File: src/rtl/queue_dispatcher_pkg.sv
// Shared types and constants for the queue dispatcher: FSM state encoding and drop counter sizing.
package queue_dispatcher_pkg;

  typedef enum logic [1:0] {
    StIdle  = 2'd0,
    StHold  = 2'd1,
    StStall = 2'd2,
    StDrop  = 2'd3
  } state_e;

  localparam int unsigned DropCntBits = 8;
  localparam logic [DropCntBits-1:0] DropCntMax = '1;

endpackage

File: src/rtl/dispatcher_stall_timer.sv
// Counts consecutive blocked cycles of the held word and keeps the saturating drop counter.
module dispatcher_stall_timer
  import queue_dispatcher_pkg::*;
#(
  parameter int unsigned STALL_LIMIT = 8
) (
  input  logic                   clk,
  input  logic                   rst,
  input  logic                   enb,
  input  logic                   blocked,
  input  logic                   drop,
  output logic                   limit_hit,
  output logic [DropCntBits-1:0] drop_count
);

  localparam int unsigned CntBits = $clog2(STALL_LIMIT + 1);
  localparam logic [CntBits-1:0] CntMax = CntBits'(STALL_LIMIT);

  logic [CntBits-1:0] stall_cnt;

  // Asserted on the blocked cycle that would bring the count up to the limit.
  assign limit_hit = blocked && ((32'(stall_cnt) + 32'd1) >= STALL_LIMIT);

  always_ff @(posedge clk) begin
    if (rst) begin
      stall_cnt  <= '0;
      drop_count <= '0;
    end else if (enb) begin
      if (!blocked) begin
        stall_cnt <= '0;
      end else if (stall_cnt != CntMax) begin
        stall_cnt <= stall_cnt + 1'b1;
      end
      if (drop && (drop_count != DropCntMax)) begin
        drop_count <= drop_count + 1'b1;
      end
    end
  end

endmodule

File: src/rtl/queue_dispatcher.sv
// Routes a valid/ready word stream into one of several FIFOs by its top bits, dropping words
// that stay blocked too long so a single stuck queue cannot stall the stream.
module queue_dispatcher
  import queue_dispatcher_pkg::*;
#(
  parameter int unsigned QUEUE_QUANTITY = 4,
  parameter int unsigned DATA_BITS      = 8,
  parameter int unsigned STALL_LIMIT    = 8
) (
  input  logic                      clk,
  input  logic                      rst,
  input  logic                      enb,
  input  logic                      in_valid,
  input  logic [DATA_BITS-1:0]      in_data,
  output logic                      in_ready,
  input  logic [QUEUE_QUANTITY-1:0] buf_full,
  input  logic [QUEUE_QUANTITY-1:0] almost_full,
  output logic [QUEUE_QUANTITY-1:0] push,
  output logic [DATA_BITS-1:0]      out_data,
  output logic [DropCntBits-1:0]    drop_count,
  output logic                      drop_pulse
);

  localparam int unsigned SEL_BITS = $clog2(QUEUE_QUANTITY);

  state_e              state_q;
  logic [DATA_BITS-1:0] h_data_q;
  logic [SEL_BITS-1:0] h_dest_q;
  logic [SEL_BITS-1:0] last_dest_q;
  logic                last_dest_vld_q;

  logic h_valid, af_block, push_ok, accept, blocked, limit_hit;

  assign h_valid  = (state_q == StHold) || (state_q == StStall);
  // Never push twice in a row into an almost-full FIFO: keeps one slot of margin.
  assign af_block = almost_full[h_dest_q] & last_dest_vld_q & (last_dest_q == h_dest_q);
  assign push_ok  = h_valid & enb & ~rst & ~buf_full[h_dest_q] & ~af_block;
  assign in_ready = enb & ~rst & (state_q != StDrop) & (~h_valid | push_ok);
  assign accept   = in_valid & in_ready;
  assign blocked  = h_valid & ~push_ok;

  assign out_data   = rst ? '0 : h_data_q;
  assign drop_pulse = enb & ~rst & (state_q == StDrop);

  always_comb begin
    push           = '0;
    push[h_dest_q] = push_ok;
  end

  always_ff @(posedge clk) begin
    if (rst) begin
      state_q         <= StIdle;
      h_data_q        <= '0;
      h_dest_q        <= '0;
      last_dest_q     <= '0;
      last_dest_vld_q <= 1'b0;
    end else if (enb) begin
      last_dest_vld_q <= push_ok;
      last_dest_q     <= h_dest_q;
      if (accept) begin
        h_data_q <= in_data;
        h_dest_q <= in_data[DATA_BITS-1 -: SEL_BITS];
      end
      case (state_q)
        StIdle: begin
          if (accept) state_q <= StHold;
        end
        StHold, StStall: begin
          if (push_ok)        state_q <= accept ? StHold : StIdle;
          else if (limit_hit) state_q <= StDrop;
          else                state_q <= StStall;
        end
        StDrop: begin
          state_q  <= StIdle;
          h_data_q <= '0;
          h_dest_q <= '0;
        end
        default: state_q <= StIdle;
      endcase
    end
  end

  dispatcher_stall_timer #(
    .STALL_LIMIT(STALL_LIMIT)
  ) u_stall_timer (
    .clk       (clk),
    .rst       (rst),
    .enb       (enb),
    .blocked   (blocked),
    .drop      (drop_pulse),
    .limit_hit (limit_hit),
    .drop_count(drop_count)
  );

endmodule

File: config.mk
export PLATFORM = sky130hd
export DESIGN_NAME = queue_dispatcher
export DESIGN_NICKNAME = d
export VERILOG_FILES = /design/src/rtl/queue_dispatcher_pkg.sv /design/src/rtl/dispatcher_stall_timer.sv /design/src/rtl/queue_dispatcher.sv
export SDC_FILE = /design/constraint.sdc
export NUM_CORES = 1
export LEC_CHECK = 0
export ABC_AREA = 1
export BUFFER_PORTS_ARGS = -buffer_cell sky130_fd_sc_hd__buf_2
export CAP_MARGIN = 25
export CELL_PAD_IN_SITES_DETAIL_PLACEMENT = 0
export CELL_PAD_IN_SITES_GLOBAL_PLACEMENT = 1
export CORE_AREA = 2 2 74 69
export DETAILED_ROUTE_END_ITERATION = 10
export DIE_AREA = 0 0 76 71
export PLACE_DENSITY_LB_ADDON = 0.1
export SYNTH_ARGS = -nofsm -noshare
export SYNTH_HDL_FRONTEND = slang
export SYNTH_SLANG_ARGS = --single-unit
File: constraint.sdc
create_clock -name clk -period 1.9 [get_ports clk]
set_clock_uncertainty 0.1 [all_clocks]
set_input_delay 0.38 -clock clk [delete_from_list [all_inputs] [get_ports clk]]
set_output_delay 0.38 -clock clk [all_outputs]
set_load 0.05 [all_outputs]
==> results.yml <==
floorplanning:
  placementRows: 24
  die_x_um: 76
  initial_utilization_pct: 30.62
  core_um2: 4654
  die_h_um: 71
  num_io_pins: 42
  dieArea_um2: 5396
logic_synthesis:
  synthTopCellsByArea: "dfxtp_1 35%, nand2_1 13%, nor2_1 6.3%"
  synth_nets: 229
  ys.warnings.count: 0
  synth-main-ff-cell: "dfxtp_1"
  yosys_register_bits: 25
  syn_inst: 204
  yosys.area.top_type_share_pct: 35.12
  synthDistinctLibCells: 27
  ys_async_sr_fraction_pct: 0
  yosysTopAreaCell: "dfxtp_1"
  synth_edf_count: 0
  netlist_area_um2: 1425
  avgSynthCellArea_um2: 6.986
  yosysMostFrequentCell: "nand2_1"
  synthTopCellsByCount: "48 x nand2_1, 25 x dfxtp_1, 24 x nor2_1"
  seq_area_frac_synth_pct: 35.12
setup_path:
  critPathArrivalTime_ns: 1.61
  path_cells: "inv_2 -> ha_4 -> nand3_4 -> nor2_4 -> nand2_4 -> buf_6 -> nor3_4 -> buf_6"
  worstSetupEndpointType: "primary output"
  r2r-start: "state_q[1]$_SDFFE_PP0P_"
  slowest_stage: "dfxtp_2"
  crit_family: "buffers and inverters"
  cp-start-kind: "flop"
  rr_worst_depth: 11
  crit_top_cell: "buf_6"
  crit_required_ns: 1.42
  reg2reg_setup_slack_ns: 0.14
  crit_buf_inv: 3
  crit_type: "flop to primary output"
  max_stage_delay_ns: 0.34
  r2r_end: "u_stall_timer.stall_cnt[2]$_SDFFE_PP0P_"
  cp_max_fo: 4
timing:
  worst_pin_slew_ns: 0.3163
  max_clock_freq_mhz: 479.1
  rsz0062_at_grt: "yes"
  maxSlewViolCount: 0
  setup_slack_ns: -0.1875
  fin_crit_sh_pct: 109.9
  setup_tns_ns: -0.8700
  setup_violations: 5
  finalHoldViolations: 0
  relSlewSlack_pct: 78.89
  layout_min_cycle_time_ns: 2.087
drt:
  finalWirelength_um: 3512
  ant_nets: 0
  drt_first_pass_iters: 4
  viasPerCell: 4.376
  drtIter0Drc: 62
  num_vias: 1444
  drc: 0
  avgRoutedWirePerCell_um: 10.64
worst_hold_path:
  hp-start: "in_data[0]"
  holdPathStages: 3
  holdPathEnd: "h_data_q[0]$_SDFFE_PP0P_"
  holdCritPathClass: "input port to flop"
cells_and_area:
  layout-drive-gt1-share_pct: 44.91
  diodes: 0
  area_growth_pct: 46.27
  finish.instance_area_um2: 2085
  fin_cells: 330
  fin_nets: 291
power:
  p_leak_nw: 0.9183
  power.ir.vdd_worst_mv: 0.4594
  power_density_nw_per_um2: 637.7
clock_tree:
  h-tree-depth: 1
  clock_latency_ns: 0.27
  numCtsBuffers: 3
  ctsHoldBuffers: 0
  clock-sinks: 25
  cts_tree: "yes"
  root_buffer: "clkbuf_8"
  cts_buffer_depth: 2
  clk_pin_slew_worst_paths_ns: 0.10
global_route:
  use_met3_pct: 3.699
  use_met1_pct: 16.67
  grt_pass1_wl_um: 5940
  grt_max_degree: 17
  first_global_vias: 1348
  grt_use_met2_pct: 23.61
  track_usage_pct: 13.38
  busiest_layer: "met2"
  antenna_found_initial: 0
  grt_overflow: 0
place:
  finalWeightedCongestion: 0.7152
  port_buffers: 41
  post_dp_cell_area_um2: 1933
  place.detailed.hpwl_um: 2637
  place_inst: 325
status:
  status: "complete, but fails checks"
  violations: "setup timing"
flow_run:
  cap_violations: 0
## routing by layer
metal / share of wire (%) / wire, um
met5: 0 / 0
met3: 4.8 / 168
met2: 46 / 1625
met1: 48 / 1699
met4: 0.54 / 19
## kinds of logic (layout without fill, tap and decap cells)
group	after synthesis	in the layout	share of synthesized area, %
buffers and inverters	32	93	9.482
AND/OR/NAND/NOR	106	106	35.03
flip-flops	25	25	35.12
AO/OA/AOI/OAI	34	34	14.75
XOR/XNOR	2	2	1.229
adder cells (fa/ha/maj)	5	5	4.390
## placed cells by master, fill, tap and decap left out, types with 5 or more instances in the layout
| master | instances |
|---|---|
| buf_4 | 20 |
| nand2_2 | 5 |
| nor3_4 | 5 |
| a21oi_1 | 12 |
| nor2_2 | 5 |
| o21ai_2 | 8 |
| o21ai_0 | 8 |
| buf_2 | 35 |
| inv_2 | 7 |
| inv_1 | 17 |
| nand2_1 | 46 |
| dfxtp_1 | 21 |
| nor2_1 | 20 |
| buf_6 | 7 |
| nand3_1 | 9 |
## worst max-delay path by stage
| stage | startpoint | end | slack (ns) | cells after the start |
|---|---|---|---|---|
| 2_1_floorplan | state_q[0]$_SDFFE_PP0P_ | in_ready | -0.18 | 8 |
| 6_report | state_q[1]$_SDFFE_PP0P_ | push[1] | -0.19 | 8 |
| 3_5_place_dp | enb | in_ready | -0.04 | 10 |
| 3_3_place_gp | enb | in_ready | -0.03 | 10 |
| 4_1_cts | state_q[1]$_SDFFE_PP0P_ | push[3] | -0.22 | 8 |
| 5_1_grt | state_q[1]$_SDFFE_PP0P_ | push[3] | -0.30 | 8 |
## where the power goes
part	internal [mW]	switching [mW]
Clock	0.149	0.185
Sequential	0.551	0.0167
Combinational	0.183	0.244
## repair_timing
item                                    4_1_cts  5_1_grt
gates resized for setup                      19        8
endpoints found under the setup margin        6       13
buffers inserted                              1        0
pin swaps                                     5        0
## sequential cells by signal, indices dropped and copies added, names as in the netlist
signal	flops
h_data_q	8
u_stall_timer.drop_count	8
u_stall_timer.stall_cnt	4
last_dest_q	2
state_q	2
last_dest_vld_q	1
## cell type report
class / instances / area (um^2)
Fill cell: 508 / 2570
Timing Repair Buffer: 62 / 404.1
Inverter: 27 / 108.9
Clock buffer: 3 / 41.29
Tap cell: 65 / 81.33
Multi-Input combinational cell: 147 / 930.9
Clock inverter: 1 / 7.507
Sequential cell: 25 / 510.5
## metrics by stage
stage	utilization, %	worst slack [ns]	total power, mW	hold slack (ns)
final	44.78	-0.1875	1.329	0.2556
after global placement	41.53	-0.03486	0.9814	0.3585
after CTS	44.11	-0.2167	1.347	0.2458
after global routing	44.78	-0.2996	1.416	0.2485
after floorplan	-	-0.1805	0.8540	0.3435
after detailed placement	41.53	-0.04252	0.9798	0.3596
## worst min-delay path: cells and delay by family
| family | cells | cell delay (ns) |
|---|---|---|
| AO/OA/AOI/OAI | 1 | 0.05 |
| buffers and inverters | 1 | 0.09 |
| AND/OR/NAND/NOR | 1 | 0.07 |
No activity file was read; power rests on OpenSTA's default activity.
